--- src/rtl/alu_cmd_sequencer.sv ---
`default_nettype none
// ============================================================================
// Module   : alu_cmd_sequencer
// Brief    : Issues one host command to one of four registered ALU units and
//            returns the captured result over a valid/ready result port.
// Revision : 1.0
// ============================================================================
module alu_cmd_sequencer #(
    parameter int Width = 16
) (
    input  logic             CLK,
    input  logic             RST,
    input  logic             CMD_VALID,
    output logic             CMD_READY,
    input  logic [Width-1:0] CMD_A,
    input  logic [Width-1:0] CMD_B,
    input  logic [3:0]       CMD_OP,
    output logic [Width-1:0] A,
    output logic [Width-1:0] B,
    output logic [1:0]       ALU_FUN,
    output logic             Arith_Enable,
    output logic             Logic_Enable,
    output logic             CMP_Enable,
    output logic             Shift_Enable,
    input  logic [Width-1:0] Arith_OUT,
    input  logic [Width-1:0] Logic_OUT,
    input  logic [Width-1:0] CMP_OUT,
    input  logic [Width-1:0] Shift_OUT,
    input  logic             Arith_Flag,
    input  logic             Logic_Flag,
    input  logic             CMP_Flag,
    input  logic             Shift_Flag,
    output logic             RES_VALID,
    input  logic             RES_READY,
    output logic [Width-1:0] RES_DATA,
    output logic [1:0]       RES_UNIT,
    output logic             RES_ERR,
    output logic [7:0]       OP_COUNT
);

    typedef enum logic [1:0] {
        IDLE    = 2'd0,
        ISSUE   = 2'd1,
        CAPTURE = 2'd2,
        RESP    = 2'd3
    } state_t;

    state_t             state_q, state_d;
    logic [Width-1:0]   a_q, a_d, b_q, b_d;
    logic [3:0]         op_q, op_d;
    logic [Width-1:0]   res_data_q, res_data_d;
    logic [1:0]         res_unit_q, res_unit_d;
    logic               res_err_q, res_err_d;
    logic [7:0]         count_q, count_d;
    logic [Width-1:0]   w_sel_data;
    logic               w_sel_flag;

    // Only the unit that was issued contributes to the captured result.
    always_comb begin
        w_sel_data = '0;
        w_sel_flag = 1'b0;
        case (op_q[3:2])
            2'b00:   begin w_sel_data = Arith_OUT; w_sel_flag = Arith_Flag; end
            2'b01:   begin w_sel_data = Logic_OUT; w_sel_flag = Logic_Flag; end
            2'b10:   begin w_sel_data = CMP_OUT;   w_sel_flag = CMP_Flag;   end
            default: begin w_sel_data = Shift_OUT; w_sel_flag = Shift_Flag; end
        endcase
    end

    always_comb begin
        state_d    = state_q;
        a_d        = a_q;
        b_d        = b_q;
        op_d       = op_q;
        res_data_d = res_data_q;
        res_unit_d = res_unit_q;
        res_err_d  = res_err_q;
        count_d    = count_q;
        case (state_q)
            IDLE: begin
                if (CMD_VALID) begin
                    a_d     = CMD_A;
                    b_d     = CMD_B;
                    op_d    = CMD_OP;
                    state_d = ISSUE;
                end
            end
            ISSUE: begin
                state_d = CAPTURE;
            end
            CAPTURE: begin
                res_data_d = w_sel_data;
                res_unit_d = op_q[3:2];
                res_err_d  = ~w_sel_flag;
                state_d    = RESP;
            end
            RESP: begin
                if (RES_READY) begin
                    count_d = count_q + 8'd1;
                    state_d = IDLE;
                end
            end
            default: begin
                state_d = IDLE;
            end
        endcase
    end

    always_ff @(posedge CLK) begin
        if (RST) begin
            state_q    <= IDLE;
            a_q        <= '0;
            b_q        <= '0;
            op_q       <= '0;
            res_data_q <= '0;
            res_unit_q <= '0;
            res_err_q  <= 1'b0;
            count_q    <= '0;
        end else begin
            state_q    <= state_d;
            a_q        <= a_d;
            b_q        <= b_d;
            op_q       <= op_d;
            res_data_q <= res_data_d;
            res_unit_q <= res_unit_d;
            res_err_q  <= res_err_d;
            count_q    <= count_d;
        end
    end

    // Operand registers only load on accept, so A/B/ALU_FUN hold the last
    // issued command everywhere outside ISSUE.
    assign A            = a_q;
    assign B            = b_q;
    assign ALU_FUN      = op_q[1:0];
    assign Arith_Enable = (state_q == ISSUE) && (op_q[3:2] == 2'b00);
    assign Logic_Enable = (state_q == ISSUE) && (op_q[3:2] == 2'b01);
    assign CMP_Enable   = (state_q == ISSUE) && (op_q[3:2] == 2'b10);
    assign Shift_Enable = (state_q == ISSUE) && (op_q[3:2] == 2'b11);
    assign CMD_READY    = (state_q == IDLE);
    assign RES_VALID    = (state_q == RESP);
    assign RES_DATA     = res_data_q;
    assign RES_UNIT     = res_unit_q;
    assign RES_ERR      = res_err_q;
    assign OP_COUNT     = count_q;

endmodule
`default_nettype wire

--- config.mk ---
export PLATFORM = sky130hd
export DESIGN_NAME = alu_cmd_sequencer
export DESIGN_NICKNAME = d
export VERILOG_FILES = /design/src/rtl/alu_cmd_sequencer.sv
export SDC_FILE = /design/constraint.sdc
export NUM_CORES = 1
export LEC_CHECK = 0
export CAP_MARGIN = 20
export CORE_MARGIN = 2
export CORE_UTILIZATION = 40
export CTS_CLUSTER_DIAMETER = 80
export CTS_CLUSTER_SIZE = 24
export DETAILED_ROUTE_END_ITERATION = 6
export PLACE_DENSITY = 0.86
export SLEW_MARGIN = 25
export SYNTH_ARGS = -nofsm -noshare
export SYNTH_HDL_FRONTEND = slang
export SYNTH_SLANG_ARGS = --single-unit
--- constraint.sdc ---
create_clock -name CLK -period 4 [get_ports CLK]
set_clock_uncertainty 0.2 [all_clocks]
set_input_delay 0.4 -clock CLK [delete_from_list [all_inputs] [get_ports CLK]]
set_output_delay 0.4 -clock CLK [all_outputs]
set_load 0.02 [all_outputs]
## Word level (Yosys, flattened, before mapping)

Cells that the tools add are included.

| word-level totals | value |
|---|---|
| bits of input ports | 108 |
| output and inout bits | 67 |
| register bits | 65 |
| word-level logic and storage cells | 32 |

| operators by class | value |
|---|---|
| multiplexer cells | 5 |
| eq/ne operators | 8 |
| reductions and logical operators | 9 |
| bitwise operators | 1 |
| $add $sub $neg | 1 |

Operator list:

| kind | count |
|---|---|
| $pmux 16 s3 | 1 |
| $add 8x1->8 const B | 1 |
| $eq 2x2->1 const B | 4 |
| $pmux 2 s4 | 1 |
| $reduce_and 2->1 | 3 |
| $eq 2x1->1 const B | 2 |
| $logic_and 1x1->1 | 4 |
| $logic_not 2->1 | 2 |
| $mux 2 | 2 |
| $pmux 1 s3 | 1 |
| $ne 2x1->1 const B | 1 |
| $ne 2x2->1 const B | 1 |
| $not 1->1 | 1 |

## Depth between registers and ports, before layout

Gate-level depths: netlist (run 1).

| depth | value |
|---|---|
| depth after elaboration | 3 |
| gate-level depth with buffers | 7 |
| depth with buffers taken out | 5 |

## Worst setup path after synthesis (run 1)

OpenSTA, ideal clock, no wires.

| path | value |
|---|---|
| path kind | register to register |
| start | reg state_q[1] |
| end | reg count_q[7] (netlist: OP_COUNT[7]) |
| stages on the path, launching flop included | 5 |
| setup slack | 2.227 ns |
| arrival time | 1.503 ns |
| library setup time | 0.070 ns |
| path buffers | 0 |
| period minus slack after synthesis | 1.773 ns |
| required time | 3.730 ns |
| cells stage by stage | dfxtp_1 -> ha_1 -> nand4_2 -> or4_1 -> a21oi_1 |

| between the ends | value |
|---|---|
| longest elaborated chain between the ends | 2 |

Ends and longest elaborated chain:

| element | line | source |
|---|---|---|
| from (decl) | 48 | `state_t state_q, state_d;` |
| from (signal assigned) | 120 | `state_q <= state_d;` |
| $eq 2x2->1 | - |  |
| net RES_VALID | 33 | `output logic RES_VALID,` |
| $reduce_and 2->1 (no source line) | - |  |
| to (signal assigned) | 127 | `count_q <= count_d;` |
| to (decl) | 54 | `logic [7:0] count_q, count_d;` |

The timed path passes the listed nets, and every way through them passes these cells.
A chain may end at the register's enable or synchronous reset.

## Worst setup path after layout (run 1)

| path | value |
|---|---|
| start | reg op_q[2] |
| end | out Logic_Enable |

| between the ends | value |
|---|---|
| longest elaborated chain between the ends | 2 |

Ends and longest elaborated chain:

| element | line | source |
|---|---|---|
| from (decl) | 50 | `logic [3:0] op_q, op_d;` |
| from (signal assigned) | 123 | `op_q <= op_d;` |
| $eq 2x1->1 | 137 | `assign Logic_Enable = (state_q == ISSUE) && (op_q[3:2] == 2'b01);` |
| $logic_and 1x1->1 | 137 |  |
| to (decl) | 22 | `output logic Logic_Enable,` |

Every way passes these cells.

==> results of run 1 <==
cell usage after synthesis (all sizes together) (4+ instances only):
master,number
clkbuf,13
a21oi,43
mux2i,18
inv,4
ha,6
nor2,22
buf,10
o21ai,4
dfxtp,65
nand2,77
mux4,17
cell families after synthesis:
kind of cell             synth area share
multiplexers                        0.196
AND/OR/NAND/NOR                     0.177
adder cells (fa/ha/maj)            0.0261
AO/OA/AOI/OAI                      0.0922
XOR/XNOR                          0.00609
buffers and inverters              0.0509
flip-flops                          0.452
per-layer routing:
layer	up-vias	part of all wire
li1	1372	-
met4	0	0.013
met3	10	0.11
met1	1286	0.37
met2	116	0.51
met5	-	0
placed cells by master, fill, tap and decap left out, types with 3 or more instances in the layout:
master,n
clkbuf_8,11
nand3_1,3
o21ai_0,4
ha_1,5
mux4_2,17
a21oi_1,43
nor2_1,22
dfxtp_1,65
mux2i_1,18
clkdlybuf4s50_1,173
buf_4,3
or3_1,3
inv_1,4
nand2_1,76
registers in the layout, summed over array words and instances, names as in the netlist:
| name | cells |
|---|---|
| A | 16 |
| B | 16 |
| RES_DATA | 16 |
| OP_COUNT | 8 |
| op_q | 4 |
| RES_UNIT | 2 |
| state_q | 2 |
| RES_ERR | 1 |
final cells by class:
| type | instances | area, µm² | share of cell area |
|---|---|---|---|
| clock inverters | 3 | 40.0 | 0.00831 |
| repair buffers | 176 | 1750 | 0.364 |
| multi-input cells | 213 | 1440 | 0.298 |
| well taps | 96 | 120 | 0.0249 |
| flip-flops and latches | 65 | 1300 | 0.270 |
| clock buffers | 12 | 155 | 0.0322 |
| inverters | 4 | 15.0 | 0.00311 |
power groups by stage:
| stage | sequential [µW] | combinational (µW) | clock [µW] |
|---|---|---|---|
| finish | 848 | 1050 | 548 |
| global route | 865 | 1130 | 588 |
| CTS | 849 | 1060 | 558 |
| detailed placement | 864 | 1050 | 0 |
| global placement | 854 | 1030 | 0 |
| floorplan | 973 | 506 | 0 |
metrics by stage:
| stage | instance area [µm²] | utilization | std cells |
|---|---|---|---|
| floorplan | 2880 | - | 305 |
| global placement | 4620 | 0.672 | 554 |
| detailed placement | 4630 | 0.673 | 554 |
| CTS | 4820 | 0.702 | 569 |
| global route | 4820 | 0.702 | 569 |
| finish | 4820 | 0.702 | 569 |
worst max-delay path, stage by stage, from the launching register on:
cell,delay (ps)
dfxtp_1,780
and3b_1,270
clkdlybuf4s50_1,620
worst paths after layout:
check / end / from / depth (start not counted)
worst max register to register: RES_DATA[14] / op_q[2] / 4
worst max-delay path: Logic_Enable / op_q[2] / 2
worst min-delay path: B[4] / B[4] / 2
worst min register to register: B[4] / B[4] / 2
==> results.cfg, run 1 <==
[synthesis]
synth_nets = 419
ys_warn_count = 0
yosysSeqAreaShare = 0.452
synth_edf_count = 0
syn-mean-instance-area_um2 = 9.43
synth-main-ff-cell = dfxtp_1
syn_inst = 305
ys_ff_latch = 65
synth_top_cell_by_area = dfxtp_1
synth_area_um2 = 2880
synth_top_area_share = 0.452
synth_cell_type_count = 33
postSynth.asyncResetShare = 0
synth_area_leaders = dfxtp_1 (45%), mux4_2 (13%), nand2_1 (10%), a21oi_1 (7.5%), mux2i_1 (6.3%)

[clock_network]
ctsResizeCount = 0
clk_pin_slew_worst_paths_ps = 70
root_buffer = clkbuf_8
postCtsSetupBuffers = 0
cts_max_level = 3
worst_skew_pair.late_latency_ps = 320
cts_buffer_depth = 2
cts_sinks = 65
cts_hold_buf = 0
numCtsBuffers = 9
cts_tree = built

[critical_path]
cp.required_ps = 3400
cp-start-kind = register
regToRegSetupSlack_ps = 1800
cp-end-kind = output port
path_class = register to output port
cp.arrival_ps = 1970
crit_fanout = 14

[detailed_routing]
wl_per_cell_um = 15.2
vias_per_cell = 4.89
first_iter_violations = 95
antenna_left = 0
drc = 0
num_vias = 2784
wl_um = 8660
drtPass1Iterations = 4

[timing]
rsz0062_at_grt = no
finalWorstSetupSlack_ps = 1430
fin_crit_ps = 2570
period_share = 0.643
holdWs_ps = 254
drv_slew = 0
worst_slew_pin_slew_ps = 713
setup_viol = 0
slew-limit-headroom = 0.524
fmax_ghz = 0.389
finalSetupTns_ps = 0
hold_viol = 0

[finish]
diodes = 0
syn2layout_area_growth_pct = 67.6
drive_above_1_share = 0.0803
nNetsFinal = 583
fillCellCount = 554

[global_routing]
grt_pass1_vias = 2717
grt_start_max_net_pins = 66
grt-busiest-layer = met2
antenna_found_initial = 0
grt_remaining_overflow = 0
met3_usage = 0.0830
grt_usage = 0.215
grt_pass1_wl_um = 13100
use_met1 = 0.231
grt_util_met2 = 0.388

[power]
ir_drop_uv = 615
switchingPower_uw = 840
pwr-share-seq = 0.347
p_sw_frac = 0.344
comb_power_share = 0.429
total_power_uw = 2440
p_int_uw = 1600
p_per_area_nw_per_um2 = 507
power_leakage_uw = 0.00171
p_clk_frac = 0.224

[worst_hold_path]
hold_path.class = register to register

[placement]
gpl.final_weighted_congestion = 0.766
hpwlAfterDp_um = 6550
portBuffers = 174
dpl_worst_slack_ps = 1690

[die]
initial_core_util = 0.419
ioPinCount = 175
coreArea_um2 = 6870
row_count = 30
dieWidth_um = 88.8
die-height_um = 88.8
dieArea_um2 = 7890

[status]
status = finished clean

[job]
cap_viol_max_count = 0
Power figures use the tool's default switching activity.
==> run 2, diff against run 1 <==
CORE_UTILIZATION = 34   (was 40)
PLACE_DENSITY = 0.77   (was 0.86)
clock period = 2.1 ns   (was 4 ns; I/O delays follow)
==> results.cfg, run 2 (same netlist as run 1, synthesis figures left out) <==
[status]
status = finished clean

[critical_path]
critPathMaxStageDelay_ps = 340
cp-start-kind = register
cp_cell_sequence = inv_1, ha_2, nor3b_1, clkdlybuf4s15_1
crit_fanout = 4
cp-end-kind = output port
regToRegSetupSlack_ps = 310
r2r_cells = 4
cp_slowest_cell = dfxtp_1
r2r-end = OP_COUNT[7]
cp.required_ps = 1690
path_class = register to output port
r2r_start = state_q[0]
cp.arrival_ps = 1570

[job]
cap_viol_max_count = 0

[timing]
hold_viol = 0
finalWorstSetupSlack_ps = 119
slew-limit-headroom = 0.723
fmax_ghz = 0.505
fin_crit_ps = 1980
drv_slew = 0
period_share = 0.943
worst_slew_pin_slew_ps = 416
finalSetupTns_ps = 0
rsz0062_at_grt = no
setup_viol = 0

[detailed_routing]
antenna_left = 0
drc = 0
vias_per_cell = 4.84
first_iter_violations = 55
wl_um = 8480
num_vias = 2836
wl_per_cell_um = 14.5
drtPass1Iterations = 4

[placement]
dpl_worst_slack_ps = 128
hpwlAfterDp_um = 6530
gpl.final_weighted_congestion = 0.759
portBuffers = 174

[clock_network]
clk_pin_slew_worst_paths_ps = 70
worst_skew_pair.late_latency_ps = 330
cts_buffer_depth = 2
cts_sinks = 65
cts_max_level = 3
numCtsBuffers = 9
cts_hold_buf = 0
root_buffer = clkbuf_8
cts_tree = built

[global_routing]
grt_start_max_net_pins = 46
grt_remaining_overflow = 0
antenna_found_initial = 1
grt_pass1_wl_um = 12800
grt_pass1_vias = 2702
grt_usage = 0.180

[worst_hold_path]
hold-path-endpoint = RES_DATA[11]
hold_depth = 2
worstHoldStart = RST
hold_path.class = input port to register

[power]
ir_drop_uv = 510
p_per_area_nw_per_um2 = 975
power_leakage_uw = 0.00177

[finish]
final_common_cell = clkdlybuf4s50_1
final_cell_mix = clkdlybuf4s50_1 (167), nand2_1 (77), dfxtp_1 (65)
nNetsFinal = 590
drive_above_1_share = 0.0894
syn2layout_area_growth_pct = 71.2
diodes = 0

[die]
initial_core_util = 0.350
die-height_um = 96.0
coreArea_um2 = 8220
dieWidth_um = 96.0
dieArea_um2 = 9210
ioPinCount = 175
row_count = 33
-- run 2: changes by cell type in the layout (fill, tap and decap cells not counted), moves of 2 or more --
cell | before | now
buf_4 | 3 | 6
clkinvlp_4 | 0 | 2
dlygate4sd2_1 | 0 | 5
buf_12 | 0 | 3
clkbuf_8 | 11 | 9
clkdlybuf4s50_1 | 173 | 167
-- run 2: per-layer routing --
| layer | wire (µm) | track usage | vias to the layer above | part of all wire |
|---|---|---|---|---|
| met4 | 66 | 0.0393 | 2 | 0.0078 |
| met5 | 13 | 0 | - | 0.0015 |
| met3 | 1080 | 0.0822 | 8 | 0.13 |
| li1 | - | - | 1388 | - |
| met2 | 4040 | 0.319 | 120 | 0.48 |
| met1 | 3270 | 0.194 | 1318 | 0.39 |
-- run 2: worst max-delay path, delay by kind of cell (launching register included) --
kind          cells  cell delay [ps]
simple gates      1              230
flops             1              340
fa+ha+maj         1              240
buf+inv           2              440
-- run 2: per-stage QoR --
step                      total power [µW]   util  instances  area [µm²]  hold WS (ps)
after global placement                3690  0.574        570        4720           241
after CTS                             4870  0.599        586        4920          84.3
after detailed placement              3740  0.574        570        4720           247
final                                 4800  0.600        586        4930          88.3
after global routing                  5120  0.600        586        4930           108
after floorplan                       2820      -        305        2880           146
-- run 2: worst max path at each step --
stage | start | to | slack (ps) | depth (start not counted)
after floorplan | state_q[1] | OP_COUNT[7] | 330 | 4
after global placement | state_q[1] | Arith_Enable | 170 | 4
after detailed placement | state_q[1] | Arith_Enable | 130 | 4
after CTS | state_q[1] | Arith_Enable | 90 | 4
after global routing | state_q[1] | Arith_Enable | 9 | 4
final | state_q[1] | Arith_Enable | 120 | 4
-- run 2: power by group --
group / internal, µW / leakage [µW] / switching [µW]
Combinational: 1040 / 0.00115 / 1030
Sequential: 1470 / 0.000530 / 133
Clock: 667 / 0.0000995 / 467
-- run 2: layout make-up --
cell class | count | area (µm²)
Fill cell | 711 | 3290
Timing Repair Buffer | 183 | 1840
Multi-Input combinational cell | 213 | 1430
Sequential cell | 65 | 1300
Clock buffer | 11 | 131
Tap cell | 105 | 131
Clock inverter | 5 | 80.1
Inverter | 4 | 15.0
-- run 2: what timing repair did --
action | in CTS | in global routing
setup endpoints to repair | 6 | 1
pin swaps | 0 | 0
setup buffers | 0 | 0
resized for setup | 7 | 1
==> run 3, diff against run 2 <==
PLACE_DENSITY = 0.89   (was 0.77)
==> results.cfg, run 3 (same netlist as run 1, synthesis figures left out) <==
[status]
status = finished clean

[job]
cap_viol_max_count = 0

[timing]
rsz0062_at_grt = no
drv_slew = 0
fmax_ghz = 0.510
hold_viol = 0
slew-limit-headroom = 0.666
period_share = 0.934
worst_slew_pin_slew_ps = 501
finalSetupTns_ps = 0
fin_crit_ps = 1960
setup_viol = 0

[critical_path]
cp_cell_sequence = inv_1, ha_2, nor3b_1, dlygate4sd2_1
cp-start-kind = register
crit_fanout = 4
cp_top_family = buffers and inverters
critPathMaxStageDelay_ps = 360
cp_slowest_cell = dlygate4sd2_1
cp-end-kind = output port
cp.required_ps = 1690
path_class = register to output port
critical_path_buf_inv_count = 2
cp.arrival_ps = 1550

[detailed_routing]
wl_um = 8520
drtPass1Iterations = 4
wl_per_cell_um = 14.5
vias_per_cell = 4.82
antenna_left = 0
num_vias = 2827
first_iter_violations = 96
drc = 0

[clock_network]
cts_max_level = 3
postCtsSetupBuffers = 0
cts_buffer_depth = 2
root_buffer = clkbuf_8
worst_skew_pair.late_latency_ps = 330
clk_pin_slew_worst_paths_ps = 70
cts_hold_buf = 0
cts_sinks = 65
cts_tree = built
numCtsBuffers = 9

[global_routing]
grt_usage = 0.183
antenna_found_initial = 0
grt_remaining_overflow = 0
grt_pass1_vias = 2826
grt_start_max_net_pins = 28
grt_pass1_wl_um = 13000

[finish]
diodes = 0
nNetsFinal = 590
drive_above_1_share = 0.0894
utilization = 0.598
syn2layout_area_growth_pct = 70.9
final_common_cell = clkdlybuf4s50_1
final_cell_mix = clkdlybuf4s50_1 (167), nand2_1 (77), dfxtp_1 (65)
ff_latch_area_um2 = 1300
fillCellCount = 692
multi_input_area_um2 = 1430

[power]
p_per_area_nw_per_um2 = 982
comb_power_share = 0.422
ir_drop_uv = 589
p_sw_frac = 0.333
switchingPower_uw = 1610
pwr-share-seq = 0.333
p_int_uw = 3220
power_leakage_uw = 0.00179
p_clk_frac = 0.246

[die]
initial_core_util = 0.350
ioPinCount = 175
dieArea_um2 = 9210
dieWidth_um = 96.0
row_count = 33
die-height_um = 96.0
coreArea_um2 = 8220

[worst_hold_path]
hold_path.class = input port to register

[placement]
hpwlAfterDp_um = 6510
portBuffers = 174
gpl.final_weighted_congestion = 0.735
run 3: cell types whose count changed in the layout (fill, tap and decap cells not counted), sizes merged:
cell and delta:
clkbuf +3, clkdlybuf4s15 -1, clkinv -1, clkinvlp -2, dlymetal6s2s +1
run 3: timing repair:
item                                    in CTS  in global routing
cloned                                       0                  0
gates resized for setup                      7                  1
endpoints found under the hold margin        0                  0
endpoints found under the setup margin       6                  1
pin swaps                                    0                  0
run 3: cell type report:
type                    instances  area share
flip-flops and latches         65       0.265
well taps                     105      0.0267
clock buffers                  14      0.0331
inverters                       4     0.00305
multi-input cells             213       0.292
clock inverters                 2      0.0122
repair buffers                183       0.369
run 3: path summary, 6_finish.rpt:
path | from | endpoint | slack [ps] | cells past startpoint
max reg2reg | state_q[1] | OP_COUNT[7] | 340 | 4
min reg2reg | B[13] | B[13] | 260 | 2
min | RST | RES_DATA[12] | 120 | 2
max | state_q[1] | Arith_Enable | 140 | 4
run 3: per-layer routing:
layer  vias to the layer above  global-route usage  routed length, µm
met1                      1312               0.189               3200
met4                         0              0.0690                 74
met5                         -                   0                  0
met3                         7              0.0744               1020
met2                       121               0.328               4230
li1                       1387                   -                  -
run 3: per-stage QoR:
step,cells,cell area (µm²),total power (µW),hold slack [ps],setup slack [ps]
floorplan,305,2880,2820,146,327
global placement,570,4690,3650,241,161
detailed placement,570,4690,3710,246,121
CTS,586,4910,4900,95.1,51.7
global route,586,4920,5150,131,23.0
finish,586,4920,4830,125,139
run 3: power by group through the flow:
stage	clock, µW	sequential, µW	combinational [µW]
after CTS	1230	1610	2060
after floorplan	0	1850	964
after detailed placement	0	1630	2070
after global routing	1290	1630	2220
final	1190	1610	2040
after global placement	0	1610	2040
==> patch 1 (settings of run 3) <==
Reset style: asynchronous (`RST`), changed in one clocked block.
--- a/src/rtl/alu_cmd_sequencer.sv
+++ b/src/rtl/alu_cmd_sequencer.sv
@@ -107,5 +107,5 @@
     end
 
-    always_ff @(posedge CLK) begin
+    always_ff @(posedge CLK or posedge RST) begin
         if (RST) begin
             state_q    <= IDLE;
Formal check against the unedited RTL: differs if RST is asserted again (counterexample within 4 cycles, from zero or initial values and one cycle with RST high); with RST held inactive, the same outputs for 10 cycles.
==> patch 1 against run 3 <==
Via count decreased by 19%; design area increased by 3.0%; non-clock buffer count decreased by 3; synthesized area increased by 5.8%; setup slack got worse by 21 ps; count of clock-buffer cells in the layout decreased by 4; wire length decreased by 9.1%; sequential cell count unchanged; final cell count decreased by 18%; largest cell class unchanged.
Power is not compared: it rests on default switching activity, and its combinational part moved more than twofold at a synthesized area within 25%.
==> patch 1: results (changes against run 3) <==
[route]
via_per_inst = 4.73  ; -1.9%
drtIter0Drc = 24  ; -75%
drt-total-wl_um = 7740  ; -9.1%
drtPass1Iterations = 4  ; unchanged
dr_total_vias = 2282  ; -19%

[grt]
grt_pass1_vias = 2559  ; -9.4%
grt_start_max_net_pins = 37  ; +32%
gr-usage-all-layers = 0.169  ; -0.0133
grt_pass1_wl_um = 13000  ; +0.15%

[logic_synthesis]
synth_cell_type_count = 26  ; -21%
synthArstFlopShare = 1.00  ; +1.00
yosys-top-cells-count = dfrtp_1, mux2_2, mux4_2
yosys_warnings = 0  ; unchanged
yosysSeqAreaShare = 0.534  ; +0.0819
synth_area_leaders = dfrtp_1, mux2_2, mux4_2
syn_nets = 304  ; -27%
postSynthCellCount = 190  ; -38%

[power]
leakage_nw = 2.12
powerClk_mw = 0.892
switching_share = 0.360
power.share.sequential = 0.309

[critical_path]
cp-endpoint = Shift_Enable
slowest_delay_ps = 410  ; +50 ps
reg2reg_slack_ps = 280  ; -60 ps
reg2reg_to = RES_DATA[0]
cp_max_fo = 4  ; unchanged
worst-endpoint-arrival_ps = 1570  ; +20 ps
reg2reg_from = op_q[2]
reg2reg_depth = 3  ; -1
worstSetupStartpoint = state_q[1]
cp_slowest_cell = dfrtp_1

[placement]
place_ws_ps = 144  ; +23.2 ps
place_congestion = 0.743  ; +1.1%
port_buffers = 174  ; unchanged
post-dp-hpwl_um = 6170  ; -5.2%
dp_cells = 466  ; -18%
postPlaceCellArea_mm2 = 0.00491  ; +4.7%

[timing]
holdWs_ps = 78.5  ; -46.5 ps
worst_pin_slew_ps = 423  ; -78.0 ps
layout_setup_ws_ps = 118  ; -20.7 ps

[status]
outcome = completed

[clock_network]
post_cts_buffers = 0  ; unchanged
clockBufferDepth = 2  ; unchanged
clock_latency_ps = 330  ; about the same
clk_pin_slew_ps = 70  ; about the same
h-tree-depth = 3  ; unchanged

[layout]
fillers = 691  ; -0.14%
drive_gt1_frac = 0.262  ; +0.173

[hold_path]
min_path_type = input port to asynchronous set/reset pin

-- patch 1: area by class of cell --
type                       count  area [µm²]  area share
multi-input combinational    108        1310       0.259
tap                          108         135      0.0267
timing repair buffer         180        1810       0.357
sequential                    65        1630       0.321
inverter                       5        18.8     0.00371
clock buffer                  10         128      0.0252
clock inverter                 6        35.0     0.00692
-- patch 1: layer usage --
metal | vias to the layer above | wire [µm] | GRT usage
li1 | 1044 | - | -
met1 | 1128 | 3030 | 0.198
met2 | 94 | 3960 | 0.284
met3 | 16 | 591 | 0.0582
met4 | 0 | 162 | 0.0717
met5 | - | 0 | 0
-- patch 1: repair_timing --
item                       in CTS  in global routing
hold buffers                    0                  0
gates resized for setup         5                  9
setup endpoints to repair       5                  5
-- patch 1: cell families after synthesis --
family          Yosys count  share of synthesized area
flops                    65                      0.534
fa+ha+maj                 6                     0.0247
buf+inv                  17                     0.0362
mux                      74                      0.350
compound gates            2                    0.00370
xor+xnor                  7                     0.0201
simple gates             19                     0.0312
==> patch 2 (settings of run 3) <==
Without the edit above. Set the parameter `Width` to 32 (it was 16).
--- a/src/rtl/alu_cmd_sequencer.sv
+++ b/src/rtl/alu_cmd_sequencer.sv
@@ -7,5 +7,5 @@
 // ============================================================================
 module alu_cmd_sequencer #(
-    parameter int Width = 16
+    parameter int Width = 32
 ) (
     input  logic             CLK,
Ports: changed (9 resized); port bits go from 175 to 319. The function was not compared with the original's and may differ.
==> patch 2 against run 3 <==
Final cell count rose by 73%; setup slack got worse by 8.0 ps; die area increased by 66%; wire length is 100% higher; design area increased by 81%; clock power rose to 2.7 times the old value; power rose by 100%; core utilization rose by 4.0 points; sequential cell count increased by 48; synthesized area is 69% higher; largest cell class unchanged; largest power group unchanged.
==> patch 2: results (changes against run 3) <==
[status]
outcome = completed

[grt]
met3_usage = 0.0870  ; +0.0126
met2_usage = 0.378  ; +0.0503
met1_usage = 0.237  ; +0.0481
grt_start_max_net_pins = 71  ; +150%
grt_pass1_wl_um = 25000  ; +93%

[logic_synthesis]
synth_area_leaders = dfxtp_1, mux4_2, nand2_1
yosysSeqAreaShare = 0.464  ; +0.0117
synth_cell_type_count = 31  ; -6.1%
syn_nets = 726  ; +73%
postSynthCellCount = 516  ; +69%

[route]
via_per_inst = 4.84  ; +0.27%
dr_total_vias = 4905  ; +74%
drtIter0Drc = 226  ; +140%
routedWlPerCell_um = 16.9  ; +16%

[placement]
port_buffers = 318  ; +83%
place_ws_ps = 147  ; +25.9 ps

[power]
peakVddDrop_mv = 0.873  ; +48%
leakage_nw = 3.19  ; +78%
p_switching_mw = 3.11  ; +93%

[timing]
worst_pin_slew_ps = 340  ; -161 ps

[layout]
drive_gt1_frac = 0.0996  ; +0.0102
fin_nets = 1030  ; +75%

[clock_network]
clock_latency_ps = 400  ; +70 ps
clk_pin_slew_ps = 50  ; -20 ps
cts_root_buffer = clkbuf_16
cts_buffers = 17  ; +8

==> patch 2: repair_timing <==
| action | in CTS | in global routing |
|---|---|---|
| pin swaps | 0 | 0 |
| buffers inserted | 0 | 0 |
| gates resized for setup | 6 | 4 |
| endpoints found under the setup margin | 6 | 3 |
==> patch 2: kinds of logic after synthesis <==
kind of cell	count (synthesis)	synth area share
mux	67	0.222
simple gates	199	0.164
buf+inv	46	0.0431
flops	113	0.464
compound gates	83	0.0873
xor+xnor	2	0.00359
fa+ha+maj	6	0.0154
==> patch 2: final timing paths <==
kind,to,cells after the start,slack (ps),startpoint
max,Shift_Enable,4,130,state_q[1]
min,state_q[1],3,40,RST
max reg2reg,OP_COUNT[7],4,250,state_q[0]
min reg2reg,B[6],2,250,B[6]
==> patch 2: area by class of cell <==
cell class / count / share of cell area
antenna: 1 / 0.000281
clock buffer: 19 / 0.0509
clock inverter: 13 / 0.0234
inverter: 4 / 0.00169
multi-input combinational: 357 / 0.271
sequential: 113 / 0.255
tap: 180 / 0.0253
timing repair buffer: 327 / 0.373
==> patch 2: metrics by stage <==
step / power (mW) / utilization / area, µm² / hold WS (ps)
after CTS: 9.77 / 0.638 / 8890 / 32.8
after detailed placement: 6.54 / 0.591 / 8240 / 246
after floorplan: 4.89 / - / 4870 / 146
after global routing: 10.2 / 0.638 / 8890 / 56.3
after global placement: 6.47 / 0.591 / 8240 / 240
final: 9.67 / 0.638 / 8890 / 38.2
==> patch 2: metal layers <==
metal  wire, µm  vias to the layer above
met1       6340                     2312
li1           -                     2383
met4        282                        0
met3       1640                       17
met5          0                        -
met2       8920                      193
==> patch 2: worst max-delay path, cell delays in order, from the launching register on <==
cell	delay, ps
dfxtp_2	350
inv_1	70
ha_1	230
and3_1	190
dlygate4sd2_1	310
==> patch 2: power groups by stage <==
stage	logic, mW	clock network [mW]	registers (mW)
2_1_floorplan	1.61	0	3.29
3_3_place_gp	3.65	0	2.82
3_5_place_dp	3.69	0	2.85
4_1_cts	3.71	3.25	2.81
5_1_grt	3.97	3.34	2.86
6_report	3.67	3.19	2.81
